$ cat config.mk
export PLATFORM = sky130hd
export DESIGN_NAME = spi_master_ctrl_flat
export DESIGN_NICKNAME = d
export VERILOG_FILES = /design/src/rtl/spi_pkg.sv /design/src/rtl/spi_master_ctrl_if.sv /design/src/rtl/spi_sclk_gen.sv /design/src/rtl/spi_master_ctrl.sv /design/src/flat_wrapper.sv
export SDC_FILE = /design/constraint.sdc
export NUM_CORES = 1
export LEC_CHECK = 0
export ABC_AREA = 1
export BUFFER_PORTS_ARGS = -buffer_cell sky130_fd_sc_hd__buf_2
export CAP_MARGIN = 10
export CORE_MARGIN = 3
export CORE_UTILIZATION = 40
export CTS_CLUSTER_SIZE = 30
export DETAILED_ROUTE_END_ITERATION = 12
export MAX_ROUTING_LAYER = met4
export PLACE_DENSITY_LB_ADDON = 0.3
export SETUP_SLACK_MARGIN = 0.05
export SKIP_LAST_GASP = 1
export SYNTH_ARGS = -nofsm -noshare
export SYNTH_HDL_FRONTEND = slang
export SYNTH_HIERARCHICAL = 1
export SYNTH_SLANG_ARGS = --single-unit
$ cat constraint.sdc
create_clock -name clk -period 1.8 [get_ports clk]
set_clock_uncertainty 0.05 [all_clocks]
set_input_delay 0.18 -clock clk [delete_from_list [all_inputs] [get_ports clk]]
set_output_delay 0.18 -clock clk [all_outputs]
set_load 0.05 [all_outputs]
$ cat src/rtl/spi_pkg.sv
// rtl/spi_pkg.sv - shared types and constants for the SPI master sequencer
package spi_pkg;

  typedef enum logic [2:0] {
    ST_IDLE,
    ST_SETUP,
    ST_SHIFT,
    ST_NEXT,
    ST_HOLD
  } spi_state_e;

  localparam int   SPI_BYTE_W = 8;
  localparam logic SPI_CPOL   = 1'b0;
  localparam logic SPI_CPHA   = 1'b0;

  // Width able to hold n_values distinct counts; never narrower than one bit.
  function automatic int spi_cnt_w(input int n_values);
    return (n_values > 1) ? $clog2(n_values) : 1;
  endfunction

endpackage

$ cat src/rtl/spi_master_ctrl_if.sv
// rtl/spi_master_ctrl_if.sv - host stream, receive, pad and PISO signals of the SPI master
interface spi_master_ctrl_if;
  import spi_pkg::*;

  logic [SPI_BYTE_W-1:0] tx_data;
  logic                  tx_valid;
  logic                  tx_last;
  logic                  tx_ready;
  logic [SPI_BYTE_W-1:0] rx_data;
  logic                  rx_valid;
  logic                  busy;
  logic                  sclk;
  logic                  cs_n;
  logic                  miso;
  logic [SPI_BYTE_W-1:0] piso_data;
  logic                  piso_load;
  logic                  piso_shift;

  modport master (
    input  tx_data, tx_valid, tx_last, miso,
    output tx_ready, rx_data, rx_valid, busy, sclk, cs_n,
           piso_data, piso_load, piso_shift
  );

  modport slave (
    output tx_data, tx_valid, tx_last, miso,
    input  tx_ready, rx_data, rx_valid, busy, sclk, cs_n,
           piso_data, piso_load, piso_shift
  );

endinterface

$ cat src/rtl/spi_sclk_gen.sv
// rtl/spi_sclk_gen.sv - SCLK divider with rise/fall phase ticks, held idle while disabled
module spi_sclk_gen import spi_pkg::*; #(
  parameter int CLK_DIV = 4
) (
  input  logic clk,
  input  logic rst,
  input  logic en,
  output logic sclk,
  output logic rise_tick,
  output logic fall_tick
);

  localparam int             DIV_W   = spi_cnt_w(2 * CLK_DIV);
  localparam logic [DIV_W-1:0] RISE_AT = DIV_W'(CLK_DIV - 1);
  localparam logic [DIV_W-1:0] FALL_AT = DIV_W'(2 * CLK_DIV - 1);

  logic [DIV_W-1:0] div_cnt;

  // Ticks describe the edge about to happen, so callers act in the same cycle.
  assign rise_tick = en && (div_cnt == RISE_AT);
  assign fall_tick = en && (div_cnt == FALL_AT);

  always_ff @(posedge clk) begin
    if (rst || !en) begin
      div_cnt <= '0;
      sclk    <= SPI_CPOL;
    end else begin
      if (fall_tick) begin
        div_cnt <= '0;
        sclk    <= SPI_CPOL;
      end else begin
        div_cnt <= div_cnt + DIV_W'(1);
        if (rise_tick) begin
          sclk <= ~SPI_CPOL;
        end
      end
    end
  end

endmodule

$ cat src/rtl/spi_master_ctrl.sv
// rtl/spi_master_ctrl.sv - mode 0 byte sequencer driving a PISO, with CS_n framing and MISO capture
module spi_master_ctrl import spi_pkg::*; #(
  parameter int CLK_DIV  = 4,
  parameter int CS_SETUP = 2,
  parameter int CS_HOLD  = 2
) (
  input  logic clk,
  input  logic rst,
  spi_master_ctrl_if.master bus
);

  localparam int WAIT_MAX = (CS_SETUP > CS_HOLD) ? CS_SETUP : CS_HOLD;
  localparam int WAIT_W   = spi_cnt_w(WAIT_MAX);
  localparam int BIT_W    = spi_cnt_w(SPI_BYTE_W);

  localparam logic [WAIT_W-1:0] SETUP_END = WAIT_W'(CS_SETUP - 1);
  localparam logic [WAIT_W-1:0] HOLD_END  = WAIT_W'(CS_HOLD - 1);
  localparam logic [BIT_W-1:0]  LAST_BIT  = BIT_W'(SPI_BYTE_W - 1);

  spi_state_e            state;
  logic [WAIT_W-1:0]     wait_cnt;
  logic [BIT_W-1:0]      bit_cnt;
  logic                  last_q;
  logic [SPI_BYTE_W-1:0] rx_sr;
  logic [SPI_BYTE_W-1:0] rx_data_q;
  logic                  rx_valid_q;
  logic                  cs_n_q;

  logic tx_ready;
  logic accept;
  logic shift_en;
  logic sclk;
  logic rise_tick;
  logic fall_tick;

  assign tx_ready = (state == ST_IDLE) || (state == ST_NEXT);
  assign accept   = bus.tx_valid && tx_ready;
  assign shift_en = (state == ST_SHIFT);

  spi_sclk_gen #(
    .CLK_DIV (CLK_DIV)
  ) u_sclk_gen (
    .clk       (clk),
    .rst       (rst),
    .en        (shift_en),
    .sclk      (sclk),
    .rise_tick (rise_tick),
    .fall_tick (fall_tick)
  );

  // The PISO already presents bit 7 after load, so only 7 shifts are needed per byte.
  assign bus.piso_load  = accept;
  assign bus.piso_data  = accept ? bus.tx_data : '0;
  assign bus.piso_shift = fall_tick && (bit_cnt != LAST_BIT);

  assign bus.tx_ready = tx_ready;
  assign bus.busy     = (state != ST_IDLE);
  assign bus.sclk     = sclk;
  assign bus.cs_n     = cs_n_q;
  assign bus.rx_data  = rx_data_q;
  assign bus.rx_valid = rx_valid_q;

  always_ff @(posedge clk) begin
    if (rst) begin
      state      <= ST_IDLE;
      wait_cnt   <= '0;
      bit_cnt    <= '0;
      last_q     <= 1'b0;
      rx_sr      <= '0;
      rx_data_q  <= '0;
      rx_valid_q <= 1'b0;
      cs_n_q     <= 1'b1;
    end else begin
      rx_valid_q <= 1'b0;
      case (state)
        ST_IDLE: begin
          if (accept) begin
            last_q   <= bus.tx_last;
            cs_n_q   <= 1'b0;
            wait_cnt <= '0;
            state    <= ST_SETUP;
          end
        end
        ST_SETUP: begin
          if (wait_cnt == SETUP_END) begin
            wait_cnt <= '0;
            bit_cnt  <= '0;
            state    <= ST_SHIFT;
          end else begin
            wait_cnt <= wait_cnt + WAIT_W'(1);
          end
        end
        ST_SHIFT: begin
          if (rise_tick) begin
            rx_sr <= {rx_sr[SPI_BYTE_W-2:0], bus.miso};
          end
          // Bit 7 was captured on its rising edge, so rx_sr is complete here.
          if (fall_tick) begin
            if (bit_cnt == LAST_BIT) begin
              rx_data_q  <= rx_sr;
              rx_valid_q <= 1'b1;
              bit_cnt    <= '0;
              wait_cnt   <= '0;
              state      <= last_q ? ST_HOLD : ST_NEXT;
            end else begin
              bit_cnt <= bit_cnt + BIT_W'(1);
            end
          end
        end
        ST_NEXT: begin
          if (accept) begin
            last_q <= bus.tx_last;
            state  <= ST_SHIFT;
          end
        end
        ST_HOLD: begin
          if (wait_cnt == HOLD_END) begin
            wait_cnt <= '0;
            cs_n_q   <= 1'b1;
            state    <= ST_IDLE;
          end else begin
            wait_cnt <= wait_cnt + WAIT_W'(1);
          end
        end
        default: begin
          state  <= ST_IDLE;
          cs_n_q <= 1'b1;
        end
      endcase
    end
  end

endmodule

$ cat src/flat_wrapper.sv
// flat-port wrapper written by rule: the top's interface ports become plain ports
module spi_master_ctrl_flat import spi_pkg::*;
#(
  parameter int CLK_DIV  = 4,
  parameter int CS_SETUP = 2,
  parameter int CS_HOLD  = 2
)
  (clk, rst, bus_tx_data, bus_tx_valid, bus_tx_last, bus_miso, bus_tx_ready, bus_rx_data, bus_rx_valid, bus_busy, bus_sclk, bus_cs_n, bus_piso_data, bus_piso_load, bus_piso_shift);
  spi_master_ctrl_if bus_i ();
  input  logic clk;
  input  logic rst;
  input wire logic [$bits(bus_i.tx_data)-1:0] bus_tx_data;
  input wire logic [$bits(bus_i.tx_valid)-1:0] bus_tx_valid;
  input wire logic [$bits(bus_i.tx_last)-1:0] bus_tx_last;
  input wire logic [$bits(bus_i.miso)-1:0] bus_miso;
  output wire logic [$bits(bus_i.tx_ready)-1:0] bus_tx_ready;
  output wire logic [$bits(bus_i.rx_data)-1:0] bus_rx_data;
  output wire logic [$bits(bus_i.rx_valid)-1:0] bus_rx_valid;
  output wire logic [$bits(bus_i.busy)-1:0] bus_busy;
  output wire logic [$bits(bus_i.sclk)-1:0] bus_sclk;
  output wire logic [$bits(bus_i.cs_n)-1:0] bus_cs_n;
  output wire logic [$bits(bus_i.piso_data)-1:0] bus_piso_data;
  output wire logic [$bits(bus_i.piso_load)-1:0] bus_piso_load;
  output wire logic [$bits(bus_i.piso_shift)-1:0] bus_piso_shift;
  assign bus_i.tx_data = bus_tx_data;
  assign bus_i.tx_valid = bus_tx_valid;
  assign bus_i.tx_last = bus_tx_last;
  assign bus_i.miso = bus_miso;
  assign bus_tx_ready = bus_i.tx_ready;
  assign bus_rx_data = bus_i.rx_data;
  assign bus_rx_valid = bus_i.rx_valid;
  assign bus_busy = bus_i.busy;
  assign bus_sclk = bus_i.sclk;
  assign bus_cs_n = bus_i.cs_n;
  assign bus_piso_data = bus_i.piso_data;
  assign bus_piso_load = bus_i.piso_load;
  assign bus_piso_shift = bus_i.piso_shift;
  spi_master_ctrl #(.CLK_DIV(CLK_DIV), .CS_SETUP(CS_SETUP), .CS_HOLD(CS_HOLD)) u_core (.clk(clk), .rst(rst), .bus(bus_i));
endmodule
==> flow_metrics.env, run 1 <==
export IMPL_final_cell_area_mm2=0.00201
export IMPL_place_gp_congestion=0.856
export IMPL_critPathKind="flip-flop to output pin"
export IMPL_yosysTopAreaCell="dfxtp_1"
export IMPL_irDropWorstVdd_mv=0.463
export IMPL_cp_cell_sequence="nor2_4, nand2_4, nand2_8, nand2_4, buf_12, nor2_4, buf_6"
export IMPL_synth_fp_nets=219
export IMPL_dieWidth_um=66.7
export IMPL_cpPeakStageDelay_ns=0.37
export IMPL_hold_class="input pin to flip-flop"
export IMPL_drive_above_1_share_pct=35.7
export IMPL_yosys_top_cells_area="dfxtp_1 41%, nor2_1 8.7%, inv_1 7.9%"
export IMPL_routed_wl_mm=3.14
export IMPL_numCtsBuffers=5
export IMPL_start_kind="flip-flop"
export IMPL_p_leak_nw=0.911
export IMPL_synth_edf_count=0
export IMPL_pwr_share_comb_pct=50.9
export IMPL_use_met2_pct=24.5
export IMPL_dr_pass1_iters=4
export IMPL_yosysWarnings=6
export IMPL_finalMaxSlewViolations=0
export IMPL_ys_seq_area_share_pct=40.7
export IMPL_rsz0062_at_grt="yes"
export IMPL_drt_initial_drc_count=80
export IMPL_r2r_end="u_core/wait_cnt"
export IMPL_drt_vias_per_instance=4.76
export IMPL_grtUsageTotal_pct=15.8
export IMPL_finalNonFillerCells=290
export IMPL_status="finished clean"
export IMPL_num_rows=21
export IMPL_cp_slowest_cell="dfxtp_4"
export IMPL_clock_path_buffers=2
export IMPL_chipHeight_um=66.7
export IMPL_regArea_um2=609
export IMPL_cts_hold_buf=0
export IMPL_io_pins=36
export IMPL_fin_tns_setup_ns=0
export IMPL_intPower_w=0.00154
export IMPL_final_nets=263
export IMPL_slew_headroom_pct=68.2
export IMPL_wl_per_cell_um=10.8
export IMPL_cp_arrival_ns=1.45
export IMPL_io_buffers=35
export IMPL_syn_area_mm2=0.00148
export IMPL_fmax_mhz=594
export IMPL_synth_top_cells_by_count="34 x nor2_1, 31 x inv_1, 30 x dfxtp_1, 24 x nand2_1, 16 x a21oi_1"
export IMPL_worst_setup_path_end_kind="output pin"
export IMPL_reg2regPathDepth=12
export IMPL_n_fill_cell=331
export IMPL_clkLatencyLatePin_ns=0.27
export IMPL_period_minus_slack_ns=1.68
export IMPL_r2r_setup_slack_ns=0.18
export IMPL_power_density_mw_per_mm2=1360
export IMPL_met3_usage_pct=4.22
export IMPL_hold_path_end="u_core/rx_sr[0]"
export IMPL_finalHoldViolCount=0
export IMPL_hold_path_depth=3
export IMPL_min_from="bus_miso"
export IMPL_async_flop_share_pct=0
export IMPL_post_route_drc_count=0
export IMPL_p_clk_share_pct=18.6
export IMPL_hold_slack_ns=0.138
export IMPL_setup_viol=0
export IMPL_synth_cell_type_count=27
export IMPL_grt_max_degree=18
export IMPL_cts_clk_slew_worst_paths_ns=0.05
export IMPL_multi_input_area_um2=787
export IMPL_yosysMostFrequentCell="nor2_1"
export IMPL_cts_root_buf="clkbuf_8"
export IMPL_dp_cells=280
export IMPL_required_ns=1.57
export IMPL_dp_hpwl_mm=2.27
export IMPL_fin_crit_sh_pct=93.5
export IMPL_vias=1379
export IMPL_cap_violations=0
export IMPL_core_mm2=0.00344
export IMPL_gr_total_overflow=0
export IMPL_p_sw_w=0.00118
export IMPL_grt_busiest_layer="met2"
export IMPL_worst_path_max_fanout=6
export IMPL_area_growth_pct=36.3
export IMPL_synth_cells=201
export IMPL_dpl_instance_area_mm2=0.00178
export IMPL_dpl_worst_slack_ns=0.103
export IMPL_cts_sinks=30
export IMPL_dominantRegCellSynth="dfxtp_1"
export IMPL_htreeDepth=2
export IMPL_synth_top_cell_area_share_pct=40.7
export IMPL_rr_startpoint="u_core/state[2]"
export IMPL_antenna_left=0
export IMPL_antenna_cells=0
export IMPL_power_frac_seq_pct=30.5
export IMPL_swShare_pct=43.4
export IMPL_avgSynthCellArea_um2=7.34
export IMPL_cts_tree="yes"
export IMPL_worstMarginPinSlew_ns=0.477
export IMPL_grt_pass1_wl_mm=5.18
export IMPL_synth_seq_cells=30
export IMPL_layout_setup_ws_ns=0.117
export IMPL_met1_usage_pct=18.7
export IMPL_antenna_found_initial=0
export IMPL_initial_core_util_pct=42.9
export IMPL_grt_pass1_vias=1177
export IMPL_dieArea_mm2=0.00445
==> through the flow <==
step                total power, W  utilization [%]
global route               0.00291             58.4
detailed placement         0.00205             51.7
floorplan                  0.00182                -
CTS                        0.00264             55.5
global placement           0.00203             51.7
finish                     0.00273             58.4
==> per-layer routing <==
| layer | wire length, um | up-vias |
|---|---|---|
| li1 | - | 725 |
| met1 | 1360 | 611 |
| met2 | 1540 | 34 |
| met3 | 163 | 9 |
| met4 | 78 | 0 |
| met5 | 0 | - |
==> critical path: cells and delay by family, from the launching register on <==
| kind | cells | cell delay [ns] |
|---|---|---|
| and+or+nand+nor | 5 | 0.52 |
| buffers and inverters | 2 | 0.30 |
| DFF | 1 | 0.37 |
==> cells in the final DEF (no fill, tap or decap), types with 6 or more instances in the layout <==
cell type,synthesis,routed
buf_2,2,25
buf_4,1,8
nand3_1,14,14
nor2_4,1,9
nand2_1,24,22
nor2_1,34,25
o21ai_0,13,13
buf_6,2,9
inv_1,31,28
a21oi_1,16,16
dfxtp_1,30,27
clkbuf_8,0,6
==> power groups by stage <==
stage / registers, W / clock network (W) / logic, W
6_report: 0.000832 / 0.000507 / 0.00139
5_1_grt: 0.000841 / 0.000559 / 0.00151
4_1_cts: 0.000824 / 0.000536 / 0.00128
3_5_place_dp: 0.000832 / 0 / 0.00121
3_3_place_gp: 0.000829 / 0 / 0.00120
2_1_floorplan: 0.000829 / 0 / 0.000992
==> final cells by class <==
type                       instances  area share (%)
tap                               46            2.86
multi-input combinational        129            39.1
timing repair buffer              44            16.5
clock buffer                       6            4.11
sequential                        30            30.3
inverter                          35            7.09
==> worst max-delay path by stage <==
stage	from	to	slack [ns]	depth (start not counted)
2_1_floorplan	u_core/state[2]	bus_piso_load	0.09	6
3_3_place_gp	u_core/state[2]	u_core/wait_cnt	0.14	12
3_5_place_dp	u_core/state[2]	u_core/wait_cnt	0.10	12
4_1_cts	u_core/state[2]	bus_piso_load	0.06	7
5_1_grt	u_core/state[2]	bus_piso_data[5]	0.05	7
6_report	u_core/state[2]	bus_piso_data[1]	0.12	7
==> kinds of logic after synthesis <==
logic type      synth area share (%)
simple gates                    29.3
fa+ha+maj                       4.24
flops                           40.7
compound gates                  13.1
buf+inv                         12.6
==> state kept, by name, summed over array words and instances, names as in the netlist <==
| register | count |
|---|---|
| u_core/u_sclk_gen/div_cnt | 3 |
| u_core/bus.rx_valid | 1 |
| u_core/u_sclk_gen/sclk | 1 |
| u_core/last_q | 1 |
| u_core/bus.rx_data | 8 |
| u_core/bus.cs_n | 1 |
| u_core/rx_sr | 8 |
| u_core/state | 3 |
| u_core/wait_cnt | 1 |
| u_core/bit_cnt | 3 |
==> timing repair <==
action,in CTS,in global routing
resized for setup,17,18
pin swaps,1,6
buffers inserted,1,2
setup endpoints to repair,10,13
cloned,0,1
(Power assumes the default switching activity.)
==> inputs of run 2 (changes only) <==
--- a/config.mk
+++ b/config.mk
@@ -8,8 +8,10 @@
 export ABC_AREA = 1
 export BUFFER_PORTS_ARGS = -buffer_cell sky130_fd_sc_hd__buf_2
 export CAP_MARGIN = 10
+export CELL_PAD_IN_SITES_DETAIL_PLACEMENT = 1
+export CELL_PAD_IN_SITES_GLOBAL_PLACEMENT = 1
 export CORE_MARGIN = 3
-export CORE_UTILIZATION = 40
+export CORE_UTILIZATION = 37
 export CTS_CLUSTER_SIZE = 30
 export DETAILED_ROUTE_END_ITERATION = 12
 export MAX_ROUTING_LAYER = met4
==> run 2 against run 1 <==
Against the previous run: core utilization fell by 3.1 points; worst setup slack got worse by 0.052 ns; combinational power rose by 10%; non-clock buffer count rose by 5; sequential power barely moved; critical path type unchanged; largest cell class unchanged.
==> flow_metrics.env, run 2 (synthesis results as in run 1) <==
export IMPL_post_route_drc_count=0
export IMPL_n_fill_cell=485
export IMPL_drt_initial_drc_count=58
export IMPL_period_minus_slack_ns=1.74
export IMPL_hold_class="input pin to flip-flop"
export IMPL_finalNonFillerCells=299
export IMPL_antenna_found_initial=0
export IMPL_multi_input_area_um2=787
export IMPL_slew_headroom_pct=66.3
export IMPL_grt_max_degree=18
export IMPL_power_density_mw_per_mm2=1410
export IMPL_p_leak_nw=0.944
export IMPL_num_rows=22
export IMPL_core_mm2=0.00374
export IMPL_place_gp_congestion=0.827
export IMPL_finalMaxSlewViolations=0
export IMPL_cts_tree="yes"
export IMPL_finalHoldViolCount=0
export IMPL_clkLatencyLatePin_ns=0.28
export IMPL_worstMarginPinSlew_ns=0.505
export IMPL_wl_per_cell_um=14.2
export IMPL_rsz0062_at_grt="yes"
export IMPL_antenna_left=0
export IMPL_grt_busiest_layer="met2"
export IMPL_met1_usage_pct=18.9
export IMPL_setup_viol=0
export IMPL_worst_setup_path_end_kind="output pin"
export IMPL_final_nets=268
export IMPL_initial_core_util_pct=39.4
export IMPL_cap_violations=0
export IMPL_fin_tns_setup_ns=0
export IMPL_fin_crit_sh_pct=96.4
export IMPL_gr_total_overflow=0
export IMPL_status="finished clean"
export IMPL_critPathKind="flip-flop to output pin"
export IMPL_htreeDepth=2
export IMPL_cp_arrival_ns=1.51
export IMPL_cts_root_buf="clkbuf_8"
export IMPL_numCtsBuffers=5
export IMPL_clock_path_buffers=2
export IMPL_cts_clk_slew_worst_paths_ns=0.07
export IMPL_required_ns=1.57
export IMPL_final_common_cell="inv_1"
export IMPL_drt_vias_per_instance=4.84
export IMPL_dp_hpwl_mm=2.65
export IMPL_vias=1447
export IMPL_regArea_um2=612
export IMPL_cts_hold_buf=0
export IMPL_grt_pass1_wl_mm=6.30
export IMPL_worst_path_max_fanout=5
export IMPL_met3_usage_pct=4.81
export IMPL_fmax_mhz=576
export IMPL_use_met2_pct=28.0
export IMPL_dieWidth_um=69.1
export IMPL_drive_above_1_share_pct=36.7
export IMPL_grtUsageTotal_pct=16.5
export IMPL_io_pins=36
export IMPL_irDropWorstVdd_mv=0.455
export IMPL_area_growth_pct=40.5
export IMPL_dr_pass1_iters=4
export IMPL_dieArea_mm2=0.00478
export IMPL_grt_pass1_vias=1333
export IMPL_dp_cells=282
export IMPL_routed_wl_mm=4.24
export IMPL_final_cell_mix="28 x inv_1, 27 x dfxtp_1, 25 x buf_2, 25 x nor2_1, 23 x nand2_1"
export IMPL_chipHeight_um=69.1
export IMPL_start_kind="flip-flop"
export IMPL_antenna_cells=0
export IMPL_io_buffers=35
export IMPL_cts_sinks=30
run 2: path summary, 6_finish.rpt:
kind	startpoint	end	slack, ns	cells past startpoint
max	u_core/state[2]	bus_piso_data[5]	0.06	7
min	bus_tx_last	u_core/last_q	0.15	3
max reg2reg	u_core/bit_cnt[0]	u_core/bus.rx_data[5]	0.13	5
min reg2reg	u_core/u_sclk_gen/div_cnt[0]	u_core/u_sclk_gen/div_cnt[0]	0.38	1
run 2: area by class of cell:
cell class	instances	share of cell area, %
inverters	35	7.00
clock inverters	1	0.242
well taps	48	2.90
repair buffers	49	18.2
flip-flops and latches	30	29.5
multi-input cells	129	38.0
clock buffers	7	4.17
run 2: routing by layer:
layer | vias up | routed length [um]
li1 | 731 | -
met1 | 693 | 1750
met2 | 19 | 2300
met3 | 4 | 141
met4 | 0 | 46
met5 | - | 0
run 2: critical path, stage by stage, from the launching register on:
cell and delay, ns:
dfxtp_4 0.37, nor2_4 0.17, nand2_4 0.10, nand2_8 0.09, nand2_8 0.06, buf_12 0.14, nor2_4 0.09, buf_4 0.20
run 2: where the power goes:
group | switching, W | internal (W) | total [W]
Combinational | 0.000960 | 0.000567 | 0.00153
Sequential | 0.0000743 | 0.000756 | 0.000830
Clock | 0.000251 | 0.000308 | 0.000559
Total | 0.00129 | 0.00163 | 0.00292
run 2: stage by stage:
stage | power (W) | util [%] | hold WS, ns | cell area, um^2 | setup slack, ns
2_1_floorplan | 0.00182 | - | 0.320 | 1560 | 0.0944
6_report | 0.00292 | 55.3 | 0.147 | 2070 | 0.0649
4_1_cts | 0.00275 | 52.5 | 0.150 | 1970 | 0.0465
3_5_place_dp | 0.00208 | 47.9 | 0.367 | 1790 | 0.0657
3_3_place_gp | 0.00206 | 47.9 | 0.365 | 1790 | 0.153
5_1_grt | 0.00312 | 55.3 | 0.180 | 2070 | 0.00608
run 2: timing repair:
item,in CTS,in global routing
gates cloned,0,1
endpoints found under the hold margin,0,0
buffers inserted,2,6
gates resized for setup,25,10
pin swaps,1,2
setup endpoints to repair,11,11
==> inputs of run 3 (changes only) <==
--- a/config.mk
+++ b/config.mk
@@ -6,7 +6,7 @@
 export NUM_CORES = 1
 export LEC_CHECK = 0
 export ABC_AREA = 1
-export BUFFER_PORTS_ARGS = -buffer_cell sky130_fd_sc_hd__buf_2
+export BUFFER_PORTS_ARGS = -buffer_cell sky130_fd_sc_hd__clkbuf_2
 export CAP_MARGIN = 10
 export CELL_PAD_IN_SITES_DETAIL_PLACEMENT = 1
 export CELL_PAD_IN_SITES_GLOBAL_PLACEMENT = 1
==> run 3 against run 2 <==
Against the previous run: first-iteration DRC count stayed put; via count is 3.7% higher; critical path type unchanged; power is 3.7% higher; sequential share of layout area is 0.74 points lower; clock-buffer cell count stayed put; largest power group unchanged; combinational power is 7% higher; core utilization is 1.3 points higher; clock power is 2% higher.
==> flow_metrics.env, run 3 (synthesis results as in run 1) <==
export IMPL_routed_wl_mm=4.42
export IMPL_num_rows=22
export IMPL_clock_path_buffers=2
export IMPL_p_leak_nw=0.958
export IMPL_io_pins=36
export IMPL_cap_violations=0
export IMPL_dp_hpwl_mm=2.68
export IMPL_dieArea_mm2=0.00478
export IMPL_antenna_cells=0
export IMPL_post_route_drc_count=0
export IMPL_finalNonFillerCells=302
export IMPL_grt_busiest_layer="met2"
export IMPL_reg2regPathDepth=11
export IMPL_dp_cells=284
export IMPL_hold_path_depth=3
export IMPL_power_density_mw_per_mm2=1430
export IMPL_crit_path_start="u_core/state[2]"
export IMPL_dpl_worst_slack_ns=0.0673
export IMPL_met1_usage_pct=20.7
export IMPL_period_minus_slack_ns=1.73
export IMPL_cts_clk_slew_worst_paths_ns=0.07
export IMPL_place_gp_congestion=0.818
export IMPL_dr_pass1_iters=4
export IMPL_chipHeight_um=69.1
export IMPL_finalHoldViolCount=0
export IMPL_antenna_found_initial=0
export IMPL_gr_total_overflow=0
export IMPL_n_fill_cell=484
export IMPL_use_met2_pct=28.9
export IMPL_required_ns=1.57
export IMPL_grt_pass1_vias=1412
export IMPL_final_cell_mix="28 x inv_1, 26 x dfxtp_1, 25 x clkbuf_2, 25 x nor2_1, 23 x nand2_1"
export IMPL_worst_setup_path_end_kind="output pin"
export IMPL_final_core_util_pct=56.7
export IMPL_rr_startpoint="u_core/state[2]"
export IMPL_worst_path_max_fanout=5
export IMPL_drt_initial_drc_count=58
export IMPL_met3_usage_pct=5.69
export IMPL_vias=1501
export IMPL_antenna_left=0
export IMPL_layout_setup_ws_ns=0.0670
export IMPL_initial_core_util_pct=39.4
export IMPL_final_nets=271
export IMPL_io_buffers=35
export IMPL_cts_root_buf="clkbuf_8"
export IMPL_dieWidth_um=69.1
export IMPL_r2r_setup_slack_ns=0.14
export IMPL_grt_pass1_wl_mm=6.69
export IMPL_numCtsBuffers=5
export IMPL_core_mm2=0.00374
export IMPL_area_growth_pct=43.8
export IMPL_drt_vias_per_instance=4.97
export IMPL_wl_per_cell_um=14.6
export IMPL_critPathKind="flip-flop to output pin"
export IMPL_slew_headroom_pct=63.8
export IMPL_hold_class="input pin to flip-flop"
export IMPL_endpoint="bus_piso_shift"
export IMPL_setup_viol=0
export IMPL_cts_tree="yes"
export IMPL_irDropWorstVdd_mv=0.618
export IMPL_cp_arrival_ns=1.50
export IMPL_finalMaxSlewViolations=0
export IMPL_rsz0062_at_grt="yes"
export IMPL_drive_above_1_share_pct=38.2
export IMPL_grt_max_degree=18
export IMPL_final_common_cell="inv_1"
export IMPL_fin_crit_sh_pct=96.3
export IMPL_fin_tns_setup_ns=0
export IMPL_worstMarginPinSlew_ns=0.543
export IMPL_fmax_mhz=577
export IMPL_clkLatencyLatePin_ns=0.29
export IMPL_start_kind="flip-flop"
export IMPL_r2r_end="u_core/state[0]"
export IMPL_grtUsageTotal_pct=17.9
export IMPL_cts_sinks=30
export IMPL_cts_hold_buf=0
export IMPL_htreeDepth=2
export IMPL_status="finished clean"
export IMPL_hold_slack_ns=0.129
==> run 3: cell types whose count changed in the layout (fill, tap and decap cells not counted), moves of 2 or more <==
cell / delta
buf_8: +8
buf_2: -25
buf_4: +2
buf_6: -7
dfxtp_2: +2
clkbuf_2: +25
==> run 3: cell type report <==
class	instances	area (um^2)	share of cell area, %
flip-flops and latches	30	611	28.8
well taps	48	60.1	2.83
clock inverters	1	5.00	0.236
multi-input cells	129	781	36.8
repair buffers	52	433	20.4
inverters	35	145	6.84
clock buffers	7	86.3	4.07
==> run 3: critical path: stages, from the launching register on <==
cell     delay (ns)
dfxtp_4        0.37
nor2_4         0.19
nand2_4        0.10
inv_8          0.07
nand2_1        0.06
inv_2          0.09
inv_2          0.05
nor2_2         0.13
buf_8          0.16
==> run 3: where the power goes <==
group / internal (W) / switching, W / total [W] / leakage, nW
sequential: 0.000754 / 0.0000775 / 0.000831 / 0.245
combinational: 0.000633 / 0.000992 / 0.00163 / 0.665
clock: 0.000308 / 0.000260 / 0.000568 / 0.0482
total: 0.00169 / 0.00133 / 0.00302 / 0.958
==> run 3: how the worst min path moves through the flow <==
stage	start	endpoint	slack [ns]
after global placement	u_core/u_sclk_gen/div_cnt[0]	u_core/u_sclk_gen/div_cnt[0]	0.36
after CTS	bus_miso	u_core/rx_sr[0]	0.13
after global routing	bus_miso	u_core/rx_sr[0]	0.16
after detailed placement	u_core/u_sclk_gen/div_cnt[0]	u_core/u_sclk_gen/div_cnt[0]	0.38
after floorplan	bus_tx_last	u_core/last_q	0.32
final	bus_miso	u_core/rx_sr[0]	0.13
==> run 3: per-layer routing <==
metal / routed length (um) / vias to the layer above / part of all wire (%)
met4: 76 / 0 / 1.7
met1: 1790 / 722 / 40
li1: - / 743 / -
met5: 0 / - / 0
met2: 2400 / 28 / 54
met3: 153 / 8 / 3.5
==> run 3: metrics by stage <==
step                power, W  area (um^2)
floorplan            0.00182         1560
global placement     0.00205         1800
detailed placement   0.00208         1800
CTS                  0.00278         2000
global route         0.00323         2120
finish               0.00302         2120
==> run 3: what timing repair did <==
item | 4_1_cts | 5_1_grt
setup buffers | 1 | 8
resized for setup | 29 | 20
setup endpoints to repair | 10 | 15
gates cloned | 0 | 1
pin swaps | 1 | 6
